## config.mk

```make
export PLATFORM = sky130hd
export DESIGN_NAME = fifo_read_ctrl
export DESIGN_NICKNAME = d
export VERILOG_FILES = /design/src/rtl/fifo_read_ctrl.sv
export SDC_FILE = /design/constraint.sdc
export NUM_CORES = 1
export LEC_CHECK = 0
export ABC_AREA = 1
export CAP_MARGIN = 20
export CORE_MARGIN = 2
export CORE_UTILIZATION = 30
export CTS_CLUSTER_SIZE = 28
export DETAILED_ROUTE_END_ITERATION = 8
export GPL_TIMING_DRIVEN = 0
export SYNTH_ARGS = -nofsm -noshare
export SYNTH_HDL_FRONTEND = slang
export SYNTH_SLANG_ARGS = --single-unit
```

## constraint.sdc

```tcl
create_clock -name r_clk -period 3.6 [get_ports r_clk]
set_input_delay 0.72 -clock r_clk [delete_from_list [all_inputs] [get_ports r_clk]]
set_output_delay 0.72 -clock r_clk [all_outputs]
set_load 0.01 [all_outputs]
```

## src/rtl/fifo_read_ctrl.sv

```systemverilog
// Read side of the async FIFO: pops RAM words into a one-entry valid/ready output stage.
// Data appears one cycle after mem_ren; no pop is issued while the held word is stalled.
module fifo_read_ctrl #(
  parameter int ADDR_WIDTH = 4,
  parameter int DATA_WIDTH = 8,
  parameter int AE_THRESH  = 2
) (
  input  logic                  r_clk,
  input  logic                  r_rst_n,
  input  logic [ADDR_WIDTH:0]   wptr_gray_sync,
  input  logic [DATA_WIDTH-1:0] mem_rdata,
  output logic                  mem_ren,
  output logic [ADDR_WIDTH-1:0] mem_raddr,
  output logic [ADDR_WIDTH:0]   rptr_gray,
  output logic [DATA_WIDTH-1:0] m_data,
  output logic                  m_valid,
  input  logic                  m_ready,
  output logic                  empty,
  output logic                  almost_empty,
  output logic [ADDR_WIDTH:0]   fill_level
);

  localparam int PW = ADDR_WIDTH + 1;
  localparam logic [ADDR_WIDTH:0] AE_LEVEL = PW'(AE_THRESH);

  logic [ADDR_WIDTH:0] rbin;
  logic [ADDR_WIDTH:0] rbin_next;
  logic [ADDR_WIDTH:0] wbin;

  function automatic logic [ADDR_WIDTH:0] gray2bin(input logic [ADDR_WIDTH:0] g);
    logic [ADDR_WIDTH:0] b;
    b[ADDR_WIDTH] = g[ADDR_WIDTH];
    for (int i = ADDR_WIDTH - 1; i >= 0; i--) begin
      b[i] = b[i+1] ^ g[i];
    end
    return b;
  endfunction

  function automatic logic [ADDR_WIDTH:0] bin2gray(input logic [ADDR_WIDTH:0] b);
    return b ^ (b >> 1);
  endfunction

  always_comb begin
    wbin       = gray2bin(wptr_gray_sync);
    // Modular difference keeps full (SIZE) distinct from empty via the extra MSB.
    fill_level = wbin - rbin;
    empty      = (rptr_gray == wptr_gray_sync);
    almost_empty = (fill_level <= AE_LEVEL);
    rbin_next  = rbin + 1'b1;
    mem_ren    = r_rst_n & ~empty & (~m_valid | m_ready);
    mem_raddr  = rbin[ADDR_WIDTH-1:0];
    m_data     = mem_rdata;
  end

  always_ff @(posedge r_clk) begin
    if (!r_rst_n) begin
      rbin      <= '0;
      rptr_gray <= '0;
      m_valid   <= 1'b0;
    end else begin
      if (mem_ren) begin
        rbin      <= rbin_next;
        rptr_gray <= bin2gray(rbin_next);
        m_valid   <= 1'b1;
      end else if (m_ready) begin
        m_valid   <= 1'b0;
      end
    end
  end

endmodule

```

==> impl_metrics.tcl <==
set metrics [dict create \
    antenna_found_initial 0 \
    area_growth_pct 46.9 \
    vias_per_cell 4.39 \
    clockPowerShare_pct 19.9 \
    initial_core_util_pct 31.6 \
    switching_share_pct 37.2 \
    fin_skew_ps 6.88 \
    powerDensity_nw_per_um2 405 \
    drt-initial-drc-count 9 \
    timing.final.crit_share_pct 95.0 \
    ant_nets 0 \
    numCtsBuffers 3 \
    htree_levels 1 \
    finalSetupTns_ps 0 \
    die_y_um 58.1 \
    cts_buffer_depth 2 \
    layout_common_cells "nand2_1 (28), clkdlybuf4s50_1 (24), inv_1 (17), nand3_1 (12), nor2_1 (11)" \
    via_count 864 \
    rows 19 \
    layout_commonest_cell "nand2_1" \
    synth_top_family_by_area "simple AND/OR/NAND/NOR gates" \
    seq_area_frac_synth_pct 22.8 \
    setup_viol 0 \
    insertion_delay_ps 270 \
    post_drt_wl_per_cell_um 9.94 \
    cp_max_fo 4 \
    port-buffer-count 32 \
    fin_nets 189 \
    fillers 291 \
    die_x_um 58.1 \
    yosys.area_share.simple_pct 31.3 \
    power_frac_comb_pct 51.8 \
    clk_pin_slew_ps 70 \
    max_freq_mhz 292 \
    pwr-share-seq_pct 28.3 \
    start_kind "input pin" \
    drc 0 \
    finalWeightedCongestion 0.771 \
    layout_setup_ws_ps 179 \
    irDropWorstVdd_mv 0.307 \
    syn_inst 128 \
    crit_type "input pin to output pin" \
    place_hpwl_um 1610 \
    synthesis.area_um2 880 \
    hp-class "register to register" \
    drv_slew 0 \
    dpl_worst_slack_ps -794 \
    die-area_um2 3380 \
    routed_wl_um 1960 \
    yosys_warnings 0 \
    switchingPower_mw 0.195 \
    synth_adder_area_share_pct 9.39 \
    postCtsHoldBufs 0 \
    core_um2 2780 \
    rsz0062_at_grt "false" \
    maxCapViolCount 0 \
    required_ps 2880 \
    dr.pass1.iters 4 \
    grt_pass1_vias 775 \
    synth-seq-cells 10 \
    timing.final.crit_period_ps 3420 \
    cts_tree "built" \
    finalNonFillerCells 197 \
    root_buffer "clkbuf_4" \
    cp-end-kind "output pin" \
    yosys.cell_types.count 22 \
    arrival_ps 2700 \
    syn_avg_cell_area_um2 6.87 \
    worst_slew_pin_slew_ps 325 \
    status "completed" \
    dp_cells 191 \
    grt_max_degree 11 \
    grt_pass1_wl_um 3180 \
    leakage_nw 0.631 \
    clock_sinks 10 \
    synth-compound-area-share_pct 5.12 \
    synth_nets 150 \
    grt_usage_pct 12.1 \
    pin_count 42 \
    synth_mux_area_share_pct 0 \
    relSlewSlack_pct 78.2 \
    synth_xor_area_share_pct 13.8 \
    antenna_cells 0 \
    hold_viol_final 0 \
    grt-ovfl-total 0 \
    drive_gt1_share_pct 21.1 \
    intPower_mw 0.329 \
]
sequential cells by signal (all words and copies together) (netlist names):
name,flops
rbin,4
rptr_gray,5
m_valid,1
final timing paths:
path | end | depth (start not counted) | startpoint | slack, ps
max | fill_level[4] | 17 | wptr_gray_sync[3] | 180
min reg2reg | rptr_gray[3]$_SDFFE_PN0P_ | 2 | rptr_gray[3]$_SDFFE_PN0P_ | 510
max reg2reg | rptr_gray[3]$_SDFFE_PN0P_ | 7 | rbin[0]$_SDFFE_PN0P_ | 2170
min | rptr_gray[3]$_SDFFE_PN0P_ | 2 | rptr_gray[3]$_SDFFE_PN0P_ | 510
synth_stat cells:
cell     count  area share (%)
ha_1         5             7.1
xor2_1       8             8.0
inv_1       18             7.7
o21ai_1      4             2.3
o21ai_0      1            0.57
nand3_4      1             2.0
nor2_2       2             1.4
nand2_4      1             1.3
fa_1         1             2.3
xnor2_2      1             1.8
nand2_2      2             1.4
xnor2_1      4             4.0
buf_6        1             1.3
nand3_1     12             6.8
dfxtp_1     10              23
nor2_4       1             1.3
inv_2        3             1.3
buf_4        8             6.8
nand2_1     29              12
buf_2        1            0.57
a21oi_1      4             2.3
nor2_1      11             4.7
repair_timing:
action	in CTS	in global routing
cloned	0	0
setup buffers	1	1
endpoints found under the setup margin	6	3
gates resized for setup	15	7
pin swaps	1	3
endpoints found under the hold margin	0	0
logic make-up after synthesis:
logic type,count (synthesis)
compound gates,9
fa+ha+maj,6
simple gates,59
buf+inv,31
flops,10
xor+xnor,13
critical path, cell delays in order:
cell           delay, ps
buf_2                140
xor2_2               180
nand2_1               70
nand2_2               60
inv_2                 60
nand2_1               70
nand2_2               90
nand2_1               50
nand2_1               50
ha_1                 140
inv_2                 50
fa_2                 360
nand3_1               80
nand2_1               90
xnor2_2              170
inv_1                 50
dlygate4sd2_1        270
per-stage QoR:
step           power, mW  utilization, %  hold slack (ps)  area [um^2]
3_3_place_gp       0.423            44.5              504         1240
3_5_place_dp       0.430            44.5              508         1240
2_1_floorplan      0.307               -              515          880
5_1_grt            0.563            46.5              561         1290
4_1_cts            0.530            46.4              519         1290
6_report           0.524            46.5              514         1290
metal layers:
metal	track usage, %	part of all wire [%]
met1	14.6	42
met2	21.6	51
met3	1.34	5.2
met4	4.98	1.1
met5	0	0
power by group through the flow:
stage	Clock (mW)	Sequential [mW]	Combinational (mW)
6_report	0.104	0.148	0.271
5_1_grt	0.111	0.152	0.301
3_5_place_dp	0	0.152	0.279
2_1_floorplan	0	0.154	0.153
4_1_cts	0.105	0.149	0.275
3_3_place_gp	0	0.151	0.273
area by class of cell:
cell class              instances  area (um^2)  area share (%)
clock buffers                   4         36.3            2.81
well taps                      31         38.8            3.00
flip-flops and latches         10          200            15.5
repair buffers                 34          318            24.6
multi-input cells              87          544            42.1
plain buffers                  10         76.3            5.91
inverters                      21         78.8            6.10
Power figures use the tool's default switching activity.
